--- src/rtl/packet_pkg.sv ---
// Shared switch packet definitions: port count, destination-mask width,
// payload width and the ingress FIFO entry layout {dst mask, payload}.
package packet_pkg;

    localparam int unsigned NUM_PORTS  = 4;
    localparam int unsigned ADDR_WIDTH = NUM_PORTS;
    localparam int unsigned DATA_WIDTH = 8;

    typedef struct packed {
        logic [ADDR_WIDTH-1:0] dst;
        logic [DATA_WIDTH-1:0] data;
    } ingress_entry_t;

endpackage

--- src/rtl/ingress_port_if.sv ---
// Ingress port bus bundle: source-side push handshake, arbiter request/grant
// and crossbar-side granted payload.
//   master : source + arbiter + crossbar (drives in_*, grant)
//   slave  : ingress_port (drives in_ready, port_*, out_*)
interface ingress_port_if #(
    parameter int unsigned DATA_WIDTH = packet_pkg::DATA_WIDTH
) ();

    logic                              in_valid;
    logic                              in_ready;
    logic [DATA_WIDTH-1:0]             in_data;
    logic [packet_pkg::ADDR_WIDTH-1:0] in_dst;
    logic                              port_req;
    logic [packet_pkg::ADDR_WIDTH-1:0] port_dst;
    logic                              grant;
    logic                              out_valid;
    logic [DATA_WIDTH-1:0]             out_data;

    modport master (
        output in_valid, in_data, in_dst, grant,
        input  in_ready, port_req, port_dst, out_valid, out_data
    );

    modport slave (
        input  in_valid, in_data, in_dst, grant,
        output in_ready, port_req, port_dst, out_valid, out_data
    );

endinterface

--- src/rtl/sync_fifo.sv ---
// Synchronous FIFO with registered pointers and occupancy count.
// Ports: clk, rst_n (async active-low), push/wdata, pop/rdata (head, read
// combinationally), full, empty, count. Push while full and pop while empty
// are ignored. DEPTH must be a power of two >= 2 so pointers wrap naturally.
module sync_fifo #(
    parameter int unsigned DEPTH = 4,
    parameter int unsigned WIDTH = 8
) (
    input  logic                         clk,
    input  logic                         rst_n,
    input  logic                         push,
    input  logic [WIDTH-1:0]             wdata,
    input  logic                         pop,
    output logic [WIDTH-1:0]             rdata,
    output logic                         full,
    output logic                         empty,
    output logic [$clog2(DEPTH+1)-1:0]   count
);

    localparam int unsigned PTR_W = $clog2(DEPTH);
    localparam int unsigned CNT_W = $clog2(DEPTH + 1);

    logic [WIDTH-1:0] mem [DEPTH];
    logic [PTR_W-1:0] wr_ptr;
    logic [PTR_W-1:0] rd_ptr;
    logic [CNT_W-1:0] cnt;
    logic             push_ok;
    logic             pop_ok;

    // Full is judged on the registered count, so a same-cycle pop never
    // makes room for a same-cycle push.
    assign full    = (cnt == CNT_W'(DEPTH));
    assign empty   = (cnt == '0);
    assign push_ok = push && !full;
    assign pop_ok  = pop && !empty;
    assign rdata   = mem[rd_ptr];
    assign count   = cnt;

    // Pointer and occupancy state
    always_ff @(posedge clk or negedge rst_n) begin
        if (!rst_n) begin
            wr_ptr <= '0;
            rd_ptr <= '0;
            cnt    <= '0;
        end else begin
            if (push_ok) wr_ptr <= wr_ptr + PTR_W'(1);
            if (pop_ok)  rd_ptr <= rd_ptr + PTR_W'(1);
            case ({push_ok, pop_ok})
                2'b10:   cnt <= cnt + CNT_W'(1);
                2'b01:   cnt <= cnt - CNT_W'(1);
                default: cnt <= cnt;
            endcase
        end
    end

    // Storage needs no reset: occupancy alone defines which entries are live
    always_ff @(posedge clk) begin
        if (push_ok) mem[wr_ptr] <= wdata;
    end

endmodule

--- src/rtl/ingress_port.sv ---
// Per-port ingress stage of the 4-port switch. Buffers single-beat packets,
// drops zero-mask packets, presents head request/destination to the arbiter
// and registers the granted payload toward the crossbar one cycle after grant.
// Ports:
//   clk, rst_n   : clock, async active-low reset
//   bus (slave)  : in_valid/in_ready/in_data/in_dst, port_req/port_dst,
//                  grant, out_valid/out_data
//   fifo_count   : current FIFO occupancy
//   stat_fwd_cnt, stat_drop_cnt : saturating counters, present only when
//                  INGRESS_STATS_EN is defined
module ingress_port
    import packet_pkg::*;
#(
    parameter int unsigned DEPTH      = 4,
    parameter int unsigned DATA_WIDTH = packet_pkg::DATA_WIDTH
) (
    input  logic                       clk,
    input  logic                       rst_n,
    ingress_port_if.slave              bus,
`ifdef INGRESS_STATS_EN
    output logic [15:0]                stat_fwd_cnt,
    output logic [15:0]                stat_drop_cnt,
`endif
    output logic [$clog2(DEPTH+1)-1:0] fifo_count
);

    localparam int unsigned ENTRY_W = ADDR_WIDTH + DATA_WIDTH;

    logic [ENTRY_W-1:0]    head;
    logic [ADDR_WIDTH-1:0] head_dst;
    logic [DATA_WIDTH-1:0] head_data;
    logic                  full;
    logic                  empty;
    logic                  accept;
    logic                  zero_mask;
    logic                  push;
    logic                  pop;

    assign accept    = bus.in_valid && !full;
    assign zero_mask = (bus.in_dst == '0);
    assign push      = accept && !zero_mask;
    assign pop       = bus.grant && !empty;

    assign head_dst  = head[ENTRY_W-1 -: ADDR_WIDTH];
    assign head_data = head[DATA_WIDTH-1:0];

    // Request side is combinational from registered FIFO state only
    assign bus.in_ready = !full;
    assign bus.port_req = !empty;
    assign bus.port_dst = empty ? '0 : head_dst;

    sync_fifo #(
        .DEPTH (DEPTH),
        .WIDTH (ENTRY_W)
    ) u_fifo (
        .clk   (clk),
        .rst_n (rst_n),
        .push  (push),
        .wdata ({bus.in_dst, bus.in_data}),
        .pop   (pop),
        .rdata (head),
        .full  (full),
        .empty (empty),
        .count (fifo_count)
    );

    // Granted payload register, aligned with the arbiter's registered selects
    always_ff @(posedge clk or negedge rst_n) begin
        if (!rst_n) begin
            bus.out_valid <= 1'b0;
            bus.out_data  <= '0;
        end else begin
            bus.out_valid <= pop;
            if (pop) bus.out_data <= head_data;
        end
    end

`ifdef INGRESS_STATS_EN
    // Saturating forward/drop counters
    always_ff @(posedge clk or negedge rst_n) begin
        if (!rst_n) begin
            stat_fwd_cnt  <= '0;
            stat_drop_cnt <= '0;
        end else begin
            if (pop && (stat_fwd_cnt != 16'hFFFF))
                stat_fwd_cnt <= stat_fwd_cnt + 16'(1);
            if (accept && zero_mask && (stat_drop_cnt != 16'hFFFF))
                stat_drop_cnt <= stat_drop_cnt + 16'(1);
        end
    end
`endif

endmodule

--- src/flat_wrapper.sv ---
// flat-port wrapper written by rule: the top's interface ports become plain ports
module ingress_port_flat import packet_pkg::*;
#(
    parameter int unsigned DEPTH      = 4,
    parameter int unsigned DATA_WIDTH = packet_pkg::DATA_WIDTH
)
  (clk, rst_n, fifo_count, bus_in_valid, bus_in_data, bus_in_dst, bus_grant, bus_in_ready, bus_port_req, bus_port_dst, bus_out_valid, bus_out_data);
  ingress_port_if #(.DATA_WIDTH(DATA_WIDTH)) bus_i ();
  input  logic clk;
  input  logic rst_n;
  output logic [$clog2(DEPTH+1)-1:0] fifo_count;
  input wire logic [$bits(bus_i.in_valid)-1:0] bus_in_valid;
  input wire logic [$bits(bus_i.in_data)-1:0] bus_in_data;
  input wire logic [$bits(bus_i.in_dst)-1:0] bus_in_dst;
  input wire logic [$bits(bus_i.grant)-1:0] bus_grant;
  output wire logic [$bits(bus_i.in_ready)-1:0] bus_in_ready;
  output wire logic [$bits(bus_i.port_req)-1:0] bus_port_req;
  output wire logic [$bits(bus_i.port_dst)-1:0] bus_port_dst;
  output wire logic [$bits(bus_i.out_valid)-1:0] bus_out_valid;
  output wire logic [$bits(bus_i.out_data)-1:0] bus_out_data;
  assign bus_i.in_valid = bus_in_valid;
  assign bus_i.in_data = bus_in_data;
  assign bus_i.in_dst = bus_in_dst;
  assign bus_i.grant = bus_grant;
  assign bus_in_ready = bus_i.in_ready;
  assign bus_port_req = bus_i.port_req;
  assign bus_port_dst = bus_i.port_dst;
  assign bus_out_valid = bus_i.out_valid;
  assign bus_out_data = bus_i.out_data;
  ingress_port #(.DEPTH(DEPTH), .DATA_WIDTH(DATA_WIDTH)) u_core (.clk(clk), .rst_n(rst_n), .bus(bus_i), .fifo_count(fifo_count));
endmodule
--- config.mk ---
export PLATFORM = sky130hd
export DESIGN_NAME = ingress_port_flat
export DESIGN_NICKNAME = d
export VERILOG_FILES = /design/src/rtl/packet_pkg.sv /design/src/rtl/ingress_port_if.sv /design/src/rtl/sync_fifo.sv /design/src/rtl/ingress_port.sv /design/src/flat_wrapper.sv
export SDC_FILE = /design/constraint.sdc
export NUM_CORES = 1
export LEC_CHECK = 0
export ABC_AREA = 1
export CORE_AREA = 4 4 96 98
export CTS_CLUSTER_SIZE = 10
export DETAILED_ROUTE_END_ITERATION = 6
export DIE_AREA = 0 0 100 102
export SLEW_MARGIN = 0
export SYNTH_ARGS = -nofsm -noshare
export SYNTH_HDL_FRONTEND = slang
export SYNTH_HIERARCHICAL = 1
export SYNTH_SLANG_ARGS = --single-unit
--- constraint.sdc ---
create_clock -name clk -period 2.7 [get_ports clk]
set_clock_uncertainty 0.15 [all_clocks]
set_input_delay 0.405 -clock clk [delete_from_list [all_inputs] [get_ports clk]]
set_output_delay 0.405 -clock clk [all_outputs]
set_load 0.05 [all_outputs]
# Word-level counts from Yosys, hierarchy flattened

Memories as Yosys holds them, arrays and structs flattened.
Index checks and enable logic that the tools add are counted.

Reduce and logical (&&, ||, !) cells: 11
Add/subtract/negate cells: 4
Muxes and demuxes: 4
Equality and inequality tests: 3

Operators with widths:

| kind                                                                   | number |
|---|---|
| 3-bit case mux with 2 select lines                                     | 1 |
| 1-bit logical AND                                                      | 5 |
| 2-bit by 1-bit adder with 2-bit output (second input constant)         | 2 |
| 4-bit zero test                                                        | 1 |
| 4-bit 2-to-1 mux                                                       | 1 |
| 3-bit by 1-bit adder with 3-bit output (second input constant)         | 1 |
| 3-bit equality test (second input constant)                            | 1 |
| 1-bit zero test                                                        | 3 |
| 3-bit zero test                                                        | 1 |
| 3-bit by 1-bit subtractor with 3-bit output (second input constant)    | 1 |
| 2-bit by 1-bit equality test with 1-bit output (second input constant) | 1 |
| 2-bit equality test (second input constant)                            | 1 |
| 1-bit 2-to-1 mux                                                       | 2 |
| 2-bit nonzero test                                                     | 1 |

Bits of input ports: 16
Bits in registers: 16
Memory bits (writable): 48
Word-level logic and storage cells: 28
Memories: 1

Memories:

| name              | depth | width | read ports | clocked after memory_dff | write ports | RTL line        | RTL |
|---|---|---|---|---|---|---|---|
| u_core.u_fifo.mem | 4     | 12    | 1          | 0                        | 1           | sync_fifo.sv:23 | `logic [WIDTH-1:0] mem [DEPTH];` |

# Depth between registers and ports, before layout

Word-level depth: 7
Depth in mapped cells: 15
Depth with buffers taken out: 15

# Hierarchy

The synthesis kept the hierarchy.

By module, submodules not included:

| module       | times used | area each (um2) | cells an instance |
|---|---|---|---|
| sync_fifo    | 1          | 2451.1          | 201 |
| ingress_port | 1          | 395.4           | 50 |

# Worst setup path before layout

OpenSTA, ideal clock, no wires.

Path kind: reg-to-reg
From: register u_core.u_fifo.cnt[0], in the netlist u_core/u_fifo/count[0]
To: memory u_core/u_fifo/mem[0][0] in the netlist's numbering, enable pin
Clock period less this slack: 2.903 ns
Setup slack: -0.203 ns
Stages on the path, launching flop included: 9
Data required time: 2.170 ns
Data arrival time: 2.373 ns
Cells stage by stage: dfrtp_1 -> inv_1 -> nand3_2 -> inv_1 -> inv_1 -> nand2_1 -> a21oi_1 -> nand2_4 -> nor2_1

Longest elaborated chain between the ends: 7

Ends and longest elaborated chain:

| element                                | RTL line           | RTL |
|---|---|---|
| start: declaration                     | sync_fifo.sv:26    | `logic [CNT_W-1:0] cnt;` |
| start signal: assignment               | sync_fifo.sv:49    | `2'b10: cnt <= cnt + CNT_W'(1);` |
| start signal: assignment               | sync_fifo.sv:50    | `2'b01: cnt <= cnt - CNT_W'(1);` |
| start signal: assignment               | sync_fifo.sv:51    | `default: cnt <= cnt;` |
| 3-bit equality test                    | sync_fifo.sv:32    | `assign full = (cnt == CNT_W'(DEPTH));` |
| named net u_core.full                  | ingress_port.sv:32 | `logic full;` |
| 1-bit zero test                        | --                 |  |
| named net bus_in_ready                 | flat_wrapper.sv:16 | `output wire logic [$bits(bus_i.in_ready)-1:0] bus_in_ready;` |
| 1-bit logical AND                      | ingress_port.sv:39 | `assign accept = bus.in_valid && !full;` |
| 1-bit logical AND                      | ingress_port.sv:41 | `assign push = accept && !zero_mask;` |
| named net u_core.push                  | ingress_port.sv:36 | `logic push;` |
| 1-bit logical AND                      | sync_fifo.sv:34    | `assign push_ok = push && !full;` |
| 1-bit 2-to-1 mux                       | sync_fifo.sv:58    | `if (push_ok) mem[wr_ptr] <= wdata;` |
| 1-bit 2-to-1 mux (implied by the code) | sync_fifo.sv:58    |  |
| end: declaration                       | sync_fifo.sv:23    |  |

The timed path passes the listed nets, and every way through them passes these cells.

# Worst setup path in the final report

From: register u_core.u_fifo.cnt[0], in the netlist u_core/u_fifo/count[0]
To: output port bus_in_ready

Longest elaborated chain between the ends: 2

Ends and longest elaborated chain:

| element               | RTL line           | RTL |
|---|---|---|
| 3-bit equality test   | sync_fifo.sv:32    |  |
| named net u_core.full | ingress_port.sv:32 |  |
| 1-bit zero test       | ingress_port.sv:48 | `assign bus.in_ready = !full;` |
| end: declaration      | flat_wrapper.sv:16 |  |

The timed path passes the listed nets, and every way through them passes these cells.

==> summary.md <==
| Metric | Value |
|---|---|
| # DRC | `0` |
| # nets final | `321` |
| End of the worst hold path | `u_core/bus.out_data[3]$_DFFE_PN0P_` |
| Clock slew seen by the registers of the worst setup and hold paths | `80 ps` |
| Die Area | `10200 µm²` |
| Leakage power total | `around 0.0016 µW` |
| Post-route ant nets | `0` |
| Total GRT Usage | `11.4%` |
| Share of layout cells above drive strength 1 | `18.1%` |
| #FFs+latches synth | `64` |
| Starting Density | `about a third` |
| Pwr dens | `1230 nW/µm²` |
| Wire per inst | `12.8 µm` |
| Total negative slack | `0 ps` |
| Hold Vio Cnt, Final | `0` |
| Num ports | `34` |
| Wirelength, routed | `between 5000 and 6000 µm` |
| Post_cts resized | `1` |
| Layout fillers | `805` |
| Largest net degree at the start of global routing | `36` |
| R2r endpoint | `u_core/u_fifo/count[2]$_DFFE_PN0P_` |
| First-pass GRT wire length | `8590 µm` |
| Tcrit/Tclk final | `95.2%` |
| Sequential fraction of the synthesis area | `64.7%` |
| Post-Syn Area | `2850 µm²` |
| Number of setup buffers added after CTS | `0` |
| Worst IR Drop VDD | `around 570 µV` |
| Area of placed instances | `3370 µm²` |
| Top cell by count, worst path | `inv_1` |
| Rows | `34` |
| Critical path's largest stage delay | `700 ps` |
| Minimum clock period | `around 2600 ps` |
| Crit-path max FO | `4` |
| Worst setup EP type | `output pin` |
| WP data required | `2140 ps` |
| Clk root buf | `clkbuf_8` |
| Initial antenna violation count | `0` |
| Die Ht | `roughly 100 µm` |
| RR Startpoint | `u_core/u_fifo/count[0]$_DFFE_PN0P_` |
| Final Slew Violations | `0` |
| Setup CP Type | `reg2out` |
| 1st-pass router iterations | `4` |
| Post-Syn Area per Cell | `11.3 µm²` |
| I/O Buffers | `33` |
| Worst path cell trace | `inv_1 > nand3_2 > inv_1 > clkinvlp_4 > clkdlybuf4s50_1` |
| H-tree depth | `3` |
| Slowest cell on crit path | `clkdlybuf4s50_1` |
| Clk_lat worst skew | `about 340 ps` |
| Max Freq | `389 MHz` |
| WHS Path Cells | `2` |
| Grt ovf | `0` |
| R2R cell count | `14` |
| CTS tree | `done` |
| Hpwl dp | `3590 µm` |
| Routed vias | `1724` |
| Synth warn | `6` |
| Rel. slew slack | `49.4%` |
| Outcome | `finished clean` |
| Core ar. | `around 8500 µm²` |
| Vias in the first global route | `between 1500 and 2000` |
| Setup-failing EPs final | `0` |
| Startpoint types | `flip-flop` |
| Min-delay worst type | `reg2reg` |
| Syn Inst Count | `roughly 250` |
| Netlist cell types | `21` |
| Max-cap viol count | `0` |
| Post-Syn Nets | `273` |
| Worst slew pin tran | `757 ps` |
| Number of vias per cell | `roughly 4.2` |
| ANT cells | `0` |
| Worst R2R Setup Slack | `approximately 320 ps` |
| Final instance area | `3570 µm²` |
| Critical Path AT | `2020 ps` |
| Detailed Route Iter0 Violations | `a little under 60` |
| CTS Buffer Depth | `2` |
| Hold buffers post-CTS | `0` |
| CTS Sinks | `64` |
| RSZ-0062 raised after global routing | `false` |
| Final GP Congestion | `between 0.7 and 0.8` |
| Min-delay src | `u_core/bus.out_data[3]$_DFFE_PN0P_` |
| Die W | `100 µm` |
| P&R area growth vs syn | `25.3%` |
| Num CTS Buffers | `9` |
-- logic make-up (layout without fill, tap and decap cells) --
kind of cell	count (synthesis)	after routing	synth area share, %
xor+xnor	1	1	0.308
simple gates	99	99	14.6
flops	64	64	64.7
buf+inv	55	108	9.05
fa+ha+maj	6	6	2.90
compound gates	26	26	8.44
-- worst max-delay path by stage --
stage	start	endpoint	slack, ps	depth (start not counted)
after global placement	bus_in_dst[2]	u_core/u_fifo/count[1]$_DFFE_PN0P_	200	8
final	u_core/u_fifo/count[0]$_DFFE_PN0P_	bus_in_ready	130	5
after detailed placement	bus_in_dst[1]	u_core/u_fifo/count[1]$_DFFE_PN0P_	140	8
after CTS	u_core/u_fifo/count[0]$_DFFE_PN0P_	bus_in_ready	110	5
after global routing	u_core/u_fifo/count[0]$_DFFE_PN0P_	bus_in_ready	30	5
after floorplan	u_core/u_fifo/count[2]$_DFFE_PN0P_	u_core/u_fifo/count[2]$_DFFE_PN0P_	40	13
-- critical path: cells and delay by family, from the launching register on --
| family | cells | cell delay [ps] |
|---|---|---|
| buf+inv | 4 | 1080 |
| flops | 1 | 430 |
| simple gates | 1 | 160 |
-- state kept, by name (all words and copies together), names as in the netlist --
name	cells
u_core/u_fifo/count	3
u_core/u_fifo/wr_ptr	2
u_core/bus.out_valid	1
u_core/u_fifo/rd_ptr	2
u_core/bus.out_data	8
u_core/u_fifo/mem	48
-- power breakdown --
group | internal (µW) | switching [µW]
Clock | 429 | 376
Combinational | 762 | 1380
Sequential | 1330 | 125
-- cell usage after synthesis --
cell / n / area [µm²]
nand2_1: 78 / 293
edfxtp_1: 48 / 1440
inv_1: 45 / 169
dfrtp_1: 16 / 400
o211ai_1: 14 / 105
nor2_1: 10 / 37.5
o211ai_2: 10 / 125
buf_6: 5 / 56.3
ha_1: 5 / 62.6
nand3_1: 5 / 25.0
inv_2: 3 / 11.3
nand2_4: 2 / 22.5
nand3_2: 2 / 20.0
a21oi_1: 1 / 5.00
buf_4: 1 / 7.51
clkbuf_8: 1 / 13.8
fa_1: 1 / 20.0
nand4_1: 1 / 6.26
nor2_4: 1 / 11.3
o21ai_0: 1 / 5.00
xnor2_1: 1 / 8.76
-- per-layer routing --
layer	wire [µm]	global-route usage [%]	vias up
li1	-	-	917
met1	2520	14.0	774
met2	2440	17.8	29
met3	235	3.41	4
met4	74	6.84	0
met5	0	0	-
-- layout by cell type (no fill, tap or decap) --
cell	netlist	final
bufinv_16	0	1
clkdlybuf4s50_1	0	28
fa_1	1	1
clkbuf_1	0	1
dlygate4sd2_1	0	1
o211ai_1	14	14
inv_1	45	44
o21ai_0	1	1
clkinv_4	0	1
inv_6	0	1
nand3_1	5	5
nand3_2	2	2
dfrtp_1	16	14
buf_12	0	4
o211ai_2	10	10
a21oi_1	1	1
nor2_1	10	6
inv_2	3	3
dfrtp_2	0	2
clkbuf_8	1	9
nand2_1	78	78
edfxtp_1	48	48
nand2_4	2	2
nor2_2	0	4
xnor2_1	1	1
nor2_4	1	1
clkinv_2	0	1
ha_1	5	5
nand4_1	1	1
buf_4	1	11
clkinvlp_4	0	3
-- layout make-up --
| cell class | count | area, µm² | share of cell area, % |
|---|---|---|---|
| flip-flops and latches | 64 | 1840 | 51.7 |
| multi-input cells | 132 | 757 | 21.2 |
| repair buffers | 44 | 452 | 12.7 |
| inverters | 48 | 184 | 5.16 |
| well taps | 108 | 135 | 3.79 |
| clock buffers | 10 | 128 | 3.58 |
| clock inverters | 6 | 67.6 | 1.89 |
-- through the flow --
stage               power (µW)  hold slack, ps  util, %  std cells  setup slack (ps)
floorplan                 2950           -40.6        -        251              38.3
global placement          3620             317     39.8        396               203
detailed placement        3650             319     39.8        396               140
CTS                       4460             338     42.1        412               113
global route              4720             365     42.1        412              29.6
finish                    4400             330     42.1        412               129
Note: power is estimated with default switching activity, not from simulation.
